### config.mk
export PLATFORM = sky130hd
export DESIGN_NAME = output_unit
export DESIGN_NICKNAME = d
export VERILOG_FILES = /design/src/rtl/output_unit.sv
export SDC_FILE = /design/constraint.sdc
export NUM_CORES = 1
export LEC_CHECK = 0
export CAP_MARGIN = 20
export CORE_MARGIN = 3
export CORE_UTILIZATION = 31
export CTS_BUF_LIST = sky130_fd_sc_hd__clkbuf_8
export DETAILED_ROUTE_END_ITERATION = 12
export GPL_ROUTABILITY_DRIVEN = 0
export HOLD_SLACK_MARGIN = 0.06
export PLACE_DENSITY = 0.56
export SLEW_MARGIN = 20
export SYNTH_ARGS = -nofsm -noshare
export SYNTH_HDL_FRONTEND = slang
export SYNTH_SLANG_ARGS = --single-unit
### constraint.sdc
create_clock -name clk -period 3.8 [get_ports clk]
set_clock_uncertainty 0.2 [all_clocks]
set_input_delay 0.76 -clock clk [delete_from_list [all_inputs] [get_ports clk]]
set_output_delay 0.76 -clock clk [all_outputs]
set_load 0.01 [all_outputs]
### src/rtl/output_unit.sv
// Link transmit stage: stages switch flits and writes them into the neighbour FIFO under full/almost_full backpressure.
// Optional statistics counters are enabled with `define OUTPUT_UNIT_STAT_EN.
`ifndef DATA_WIDTH
`define DATA_WIDTH 32
`endif

module output_unit #(
    parameter int DEPTH = 2,
    parameter int PTR_W = 1
) (
    input  logic                   clk,
    input  logic                   rst_n,
    input  logic                   sw_valid,
    input  logic [`DATA_WIDTH-1:0] sw_data,
    output logic                   sw_ready,
    input  logic                   ds_almost_full,
    input  logic                   ds_full,
    output logic                   data_valid_out,
    output logic [`DATA_WIDTH-1:0] data_out,
    output logic                   stall,
    output logic [PTR_W:0]         buf_count
`ifdef OUTPUT_UNIT_STAT_EN
    ,
    input  logic                   stat_clr,
    output logic [15:0]            flit_cnt,
    output logic [15:0]            stall_cnt
`endif
);

    typedef enum logic [1:0] {
        ST_IDLE    = 2'd0,
        ST_ACTIVE  = 2'd1,
        ST_BLOCKED = 2'd2
    } state_t;

    localparam logic [PTR_W:0]   CNT_ZERO = {(PTR_W+1){1'b0}};
    localparam logic [PTR_W:0]   CNT_ONE  = {{PTR_W{1'b0}}, 1'b1};
    localparam logic [PTR_W:0]   CNT_FULL = (PTR_W+1)'(DEPTH);
    localparam logic [PTR_W-1:0] PTR_ONE  = {{(PTR_W-1){1'b0}}, 1'b1};

    logic [`DATA_WIDTH-1:0] mem_q [DEPTH];
    logic [PTR_W-1:0]       rd_ptr_q, rd_ptr_d;
    logic [PTR_W-1:0]       wr_ptr_q, wr_ptr_d;
    logic [PTR_W:0]         count_q, count_d;
    logic                   data_valid_q, data_valid_d;
    logic [`DATA_WIDTH-1:0] data_q, data_d;
    logic                   stall_q, stall_d;
    state_t                 state_q, state_d;

    logic accept_s, send_ok_s, pending_s, send_s, buf_empty_s, rd_s, wr_s;

    // The one-flit margin: a write in flight plus almost_full forbids the next write.
    assign sw_ready    = (count_q < CNT_FULL);
    assign accept_s    = sw_valid && sw_ready;
    assign send_ok_s   = !ds_full && !(ds_almost_full && data_valid_q);
    assign buf_empty_s = (count_q == CNT_ZERO);
    assign pending_s   = !buf_empty_s || accept_s;
    assign send_s      = send_ok_s && pending_s;
    assign rd_s        = send_s && !buf_empty_s;
    assign wr_s        = accept_s && !(send_s && buf_empty_s);

    assign data_valid_out = data_valid_q;
    assign data_out       = data_q;
    assign stall          = stall_q;
    assign buf_count      = count_q;

    // Staging datapath next-state: pointers, occupancy and link register.
    always_comb begin
        rd_ptr_d     = rd_s ? rd_ptr_q + PTR_ONE : rd_ptr_q;
        wr_ptr_d     = wr_s ? wr_ptr_q + PTR_ONE : wr_ptr_q;
        count_d      = count_q;
        data_valid_d = 1'b0;
        data_d       = data_q;
        case ({wr_s, rd_s})
            2'b10:   count_d = count_q + CNT_ONE;
            2'b01:   count_d = count_q - CNT_ONE;
            default: count_d = count_q;
        endcase
        if (send_s) begin
            data_valid_d = 1'b1;
            data_d       = buf_empty_s ? sw_data : mem_q[rd_ptr_q];
        end else begin
            data_valid_d = 1'b0;
            data_d       = data_q;
        end
    end

    // Staging storage; contents are don't-care until written, so no reset.
    always_ff @(posedge clk) begin
        if (wr_s) begin
            mem_q[wr_ptr_q] <= sw_data;
        end
    end

    // Datapath and FSM state registers.
    always_ff @(posedge clk or negedge rst_n) begin
        if (!rst_n) begin
            rd_ptr_q     <= {PTR_W{1'b0}};
            wr_ptr_q     <= {PTR_W{1'b0}};
            count_q      <= CNT_ZERO;
            data_valid_q <= 1'b0;
            data_q       <= {`DATA_WIDTH{1'b0}};
            state_q      <= ST_IDLE;
            stall_q      <= 1'b0;
        end else begin
            rd_ptr_q     <= rd_ptr_d;
            wr_ptr_q     <= wr_ptr_d;
            count_q      <= count_d;
            data_valid_q <= data_valid_d;
            data_q       <= data_d;
            state_q      <= state_d;
            stall_q      <= stall_d;
        end
    end

    // FSM next-state.
    always_comb begin
        state_d = state_q;
        case (state_q)
            ST_IDLE: begin
                if (accept_s && !send_s) state_d = ST_ACTIVE;
                else                     state_d = ST_IDLE;
            end
            ST_ACTIVE: begin
                if (pending_s && !send_ok_s)  state_d = ST_BLOCKED;
                else if (count_d == CNT_ZERO) state_d = ST_IDLE;
                else                          state_d = ST_ACTIVE;
            end
            ST_BLOCKED: begin
                if (send_ok_s) state_d = ST_ACTIVE;
                else           state_d = ST_BLOCKED;
            end
            default: state_d = ST_IDLE;
        endcase
    end

    // FSM output: stall is registered alongside the state.
    always_comb begin
        stall_d = 1'b0;
        case (state_d)
            ST_BLOCKED: stall_d = 1'b1;
            default:    stall_d = 1'b0;
        endcase
    end

`ifdef OUTPUT_UNIT_STAT_EN
    logic [15:0] flit_cnt_q, stall_cnt_q;

    assign flit_cnt  = flit_cnt_q;
    assign stall_cnt = stall_cnt_q;

    // Statistics: flit count wraps, stall count saturates, clear has priority.
    always_ff @(posedge clk or negedge rst_n) begin
        if (!rst_n) begin
            flit_cnt_q  <= 16'd0;
            stall_cnt_q <= 16'd0;
        end else if (stat_clr) begin
            flit_cnt_q  <= 16'd0;
            stall_cnt_q <= 16'd0;
        end else begin
            if (send_s) begin
                flit_cnt_q <= flit_cnt_q + 16'd1;
            end
            if ((state_q == ST_BLOCKED) && (stall_cnt_q != 16'hFFFF)) begin
                stall_cnt_q <= stall_cnt_q + 16'd1;
            end
        end
    end
`endif

endmodule

==> flow_summary_export.csv <==
group,metric,value,unit
floorplanning,io-pin-count,74,
route,routed_wl,8857,um
route,firstDrtPassIters,4,
placed_design,placed_cell_area,5156,um2
pwr,power.internal,2.735,mW
clock_tree,h-tree-depth,3,
floorplanning,initial_core_util,31.88,%
pwr,leakagePower,1.959,nW
route,drcViolationCount,0,
route,via_per_inst,4.655,
worst_setup_path,crit_fanout,39,
placed_design,io_buffers,73,
placed_design,place_hpwl,5495,um
worst_setup_path,path_class,"reg2out",
clock_tree,ctsHoldBuffers,0,
logic_synthesis,syn_area_per_cell,15.04,um2
clock_tree,root_buffer,"clkbuf_8",
floorplanning,die-area,15170,um2
timing,finalMaxSlewViolations,0,
timing,setup_viol,0,
worst_setup_path,crit_path_end_kind,"output pin",
floorplanning,dieWidth,123.2,um
logic_synthesis,synth.net_count,321,
grt,first_global_vias,2687,
cells_and_area,drive_above_1_share,15.08,%
clock_tree,cts.sinks,104,
timing,fin_crit_sh,78.04,%
timing,relSlewSlack,30.95,%
grt,overflow,0,
clock_tree,clk_pin_slew,0.09,ns
status,status,"completed",
pwr,power.total,4.051,mW
timing,fmax,0.3372,GHz
pwr,p_switching,1.316,mW
logic_synthesis,ys_ff_latch,104,
pwr,pwr-share-seq,45.6,%
clock_tree,post-cts-setup-buffers,0,
job,cap_violations,0,
clock_tree,cts_resized,0,
cells_and_area,syn2layout_area_growth,26.70,%
cells_and_area,finalInstanceArea,5391,um2
grt,antenna_found_initial,0,
pwr,powerDensity,751.4,nW/um2
timing,rsz0062_at_grt,"false",
route,dr_total_vias,2486,
floorplanning,num_rows,42,
timing,min_period,2.966,ns
worst_setup_path,worstPathArrival,2.01,ns
grt,grt_max_degree,41,
logic_synthesis,ys_types,29,
cells_and_area,n_antenna_cell,0,
logic_synthesis,ys_seq_area_share,68.69,%
floorplanning,core_area,13350,um2
pwr,swShare,32.48,%
pwr,peakVddDrop,0.3947,mV
clock_tree,cts_tree,"built",
cells_and_area,final_common_cell,"clkdlybuf4s50_1",
route,drt-initial-drc-count,136,
cells_and_area,fin_nets,391,
floorplanning,die_h,123.2,um
timing,hold_violations,0,
logic_synthesis,ys_warn_count,0,
worst_setup_path,startpoint_type,"flip-flop",
pwr,power_frac_comb,37.1,%
clock_tree,clock_path_buffers,2,
logic_synthesis,synth_area,4255,um2
worst_setup_path,worstPathRequired,2.84,ns
pwr,power_frac_clock,17.4,%
logic_synthesis,syn_inst,283,
timing,tns,0,ns
grt,grt_pass1_wl,14390,um
clock_tree,clk-insertion-delay-late,0.36,ns
min_path,hold_class,"in2async",
timing,tightest_slew,1.036,ns
cells_and_area,layout_common_cells,"clkdlybuf4s50_1, edfxtp_1, dfrtp_1",
route,wl_per_cell,16.59,um
clock_tree,numCtsBuffers,9,
route,detail-route-antenna-nets,0,
grt,grt_use_total,12.51,%
per-stage QoR:
| step | hold WS (ns) | cells | setup slack [ns] | utilization [%] |
|---|---|---|---|---|
| 3_5_place_dp | 0.2585 | 517 | 0.6917 | 38.63 |
| 4_1_cts | 0.2738 | 533 | 0.8153 | 40.19 |
| 5_1_grt | 0.1745 | 534 | 0.7282 | 40.39 |
| 2_1_floorplan | 0.2291 | 283 | 0.7454 | - |
| 6_report | 0.1659 | 534 | 0.8345 | 40.39 |
| 3_3_place_gp | 0.2567 | 517 | 0.7313 | 38.63 |
path summary, 6_finish.rpt:
path	from	endpoint	slack, ns	cells past startpoint
max in group asynchronous	rst_n	rd_ptr_q$_DFFE_PN0P_	2.72	2
min	rst_n	data_out[2]$_DFFE_PN0N_	0.17	1
min in group clk	state_q[0]$_DFF_PN0_	state_q[0]$_DFF_PN0_	0.27	1
min reg2reg	state_q[0]$_DFF_PN0_	state_q[0]$_DFF_PN0_	0.27	1
max reg2reg	buf_count[1]$_DFF_PN0_	state_q[0]$_DFF_PN0_	1.04	6
max	buf_count[1]$_DFF_PN0_	sw_ready	0.83	2
synth_stat cells, drive strengths merged:
library cell | n | area share [%]
edfxtp | 64 | 45
dfrtp | 40 | 24
a21oi | 36 | 4.3
mux2i | 33 | 7.8
nor3 | 33 | 3.9
mux2 | 32 | 8.5
buf | 14 | 2.1
clkbuf | 5 | 0.44
xnor2 | 4 | 0.82
inv | 3 | 0.26
nor2 | 3 | 0.26
nand2b | 2 | 0.29
o211ai | 2 | 0.35
o21ai | 2 | 0.50
a21o | 1 | 0.18
and2 | 1 | 0.15
ha | 1 | 0.29
nand3b | 1 | 0.18
nor2b | 1 | 0.15
nor3b | 1 | 0.18
o22ai | 1 | 0.15
or2 | 1 | 0.15
or4bb | 1 | 0.26
xor2 | 1 | 0.21
state kept, by name, summed over array words and instances (netlist names):
signal	cells
mem_q	64
data_out	32
buf_count	2
state_q	2
data_valid_out	1
rd_ptr_q	1
stall	1
wr_ptr_q	1
cell families after synthesis:
kind of cell	count (synthesis)	synth area share (%)
AND/OR/NAND/NOR	44	5.499
XOR/XNOR	5	1.029
adder cells (fa/ha/maj)	1	0.2940
AO/OA/AOI/OAI	42	5.499
flip-flops	104	68.69
multiplexers	65	16.23
buffers and inverters	22	2.764
final cells by class:
type	count	area [um2]
Sequential cell	104	2927
Fill cell	1295	7956
Timing Repair Buffer	78	795.8
Multi-Input combinational cell	157	1230
Clock inverter	4	42.54
Clock buffer	12	165.2
Tap cell	176	220.2
Inverter	3	11.26
power by group through the flow:
stage                     sequential, mW  combinational, mW  clock [mW]
after floorplan                     1.78              0.913           0
after global placement              1.87               1.50           0
after detailed placement            1.88               1.52           0
after CTS                           1.85               1.53       0.734
after global routing                1.90               1.65       0.778
final                               1.85               1.50       0.705
layer usage:
layer / wire length [um] / global-route usage (%) / vias to the layer above / part of all wire (%)
li1: - / - / 1193 / -
met1: 4265 / 17.37 / 1222 / 48
met2: 4022 / 18.96 / 64 / 45
met3: 504 / 4.026 / 7 / 5.7
met4: 63 / 3.391 / 0 / 0.71
met5: 0 / 0 / - / 0
worst max-delay path, stage by stage (launching register included):
cell and delay (ns):
dfrtp_2 0.89, inv_1 0.22, clkdlybuf4s50_1 0.54
Note: power is estimated with default switching activity, not from simulation.
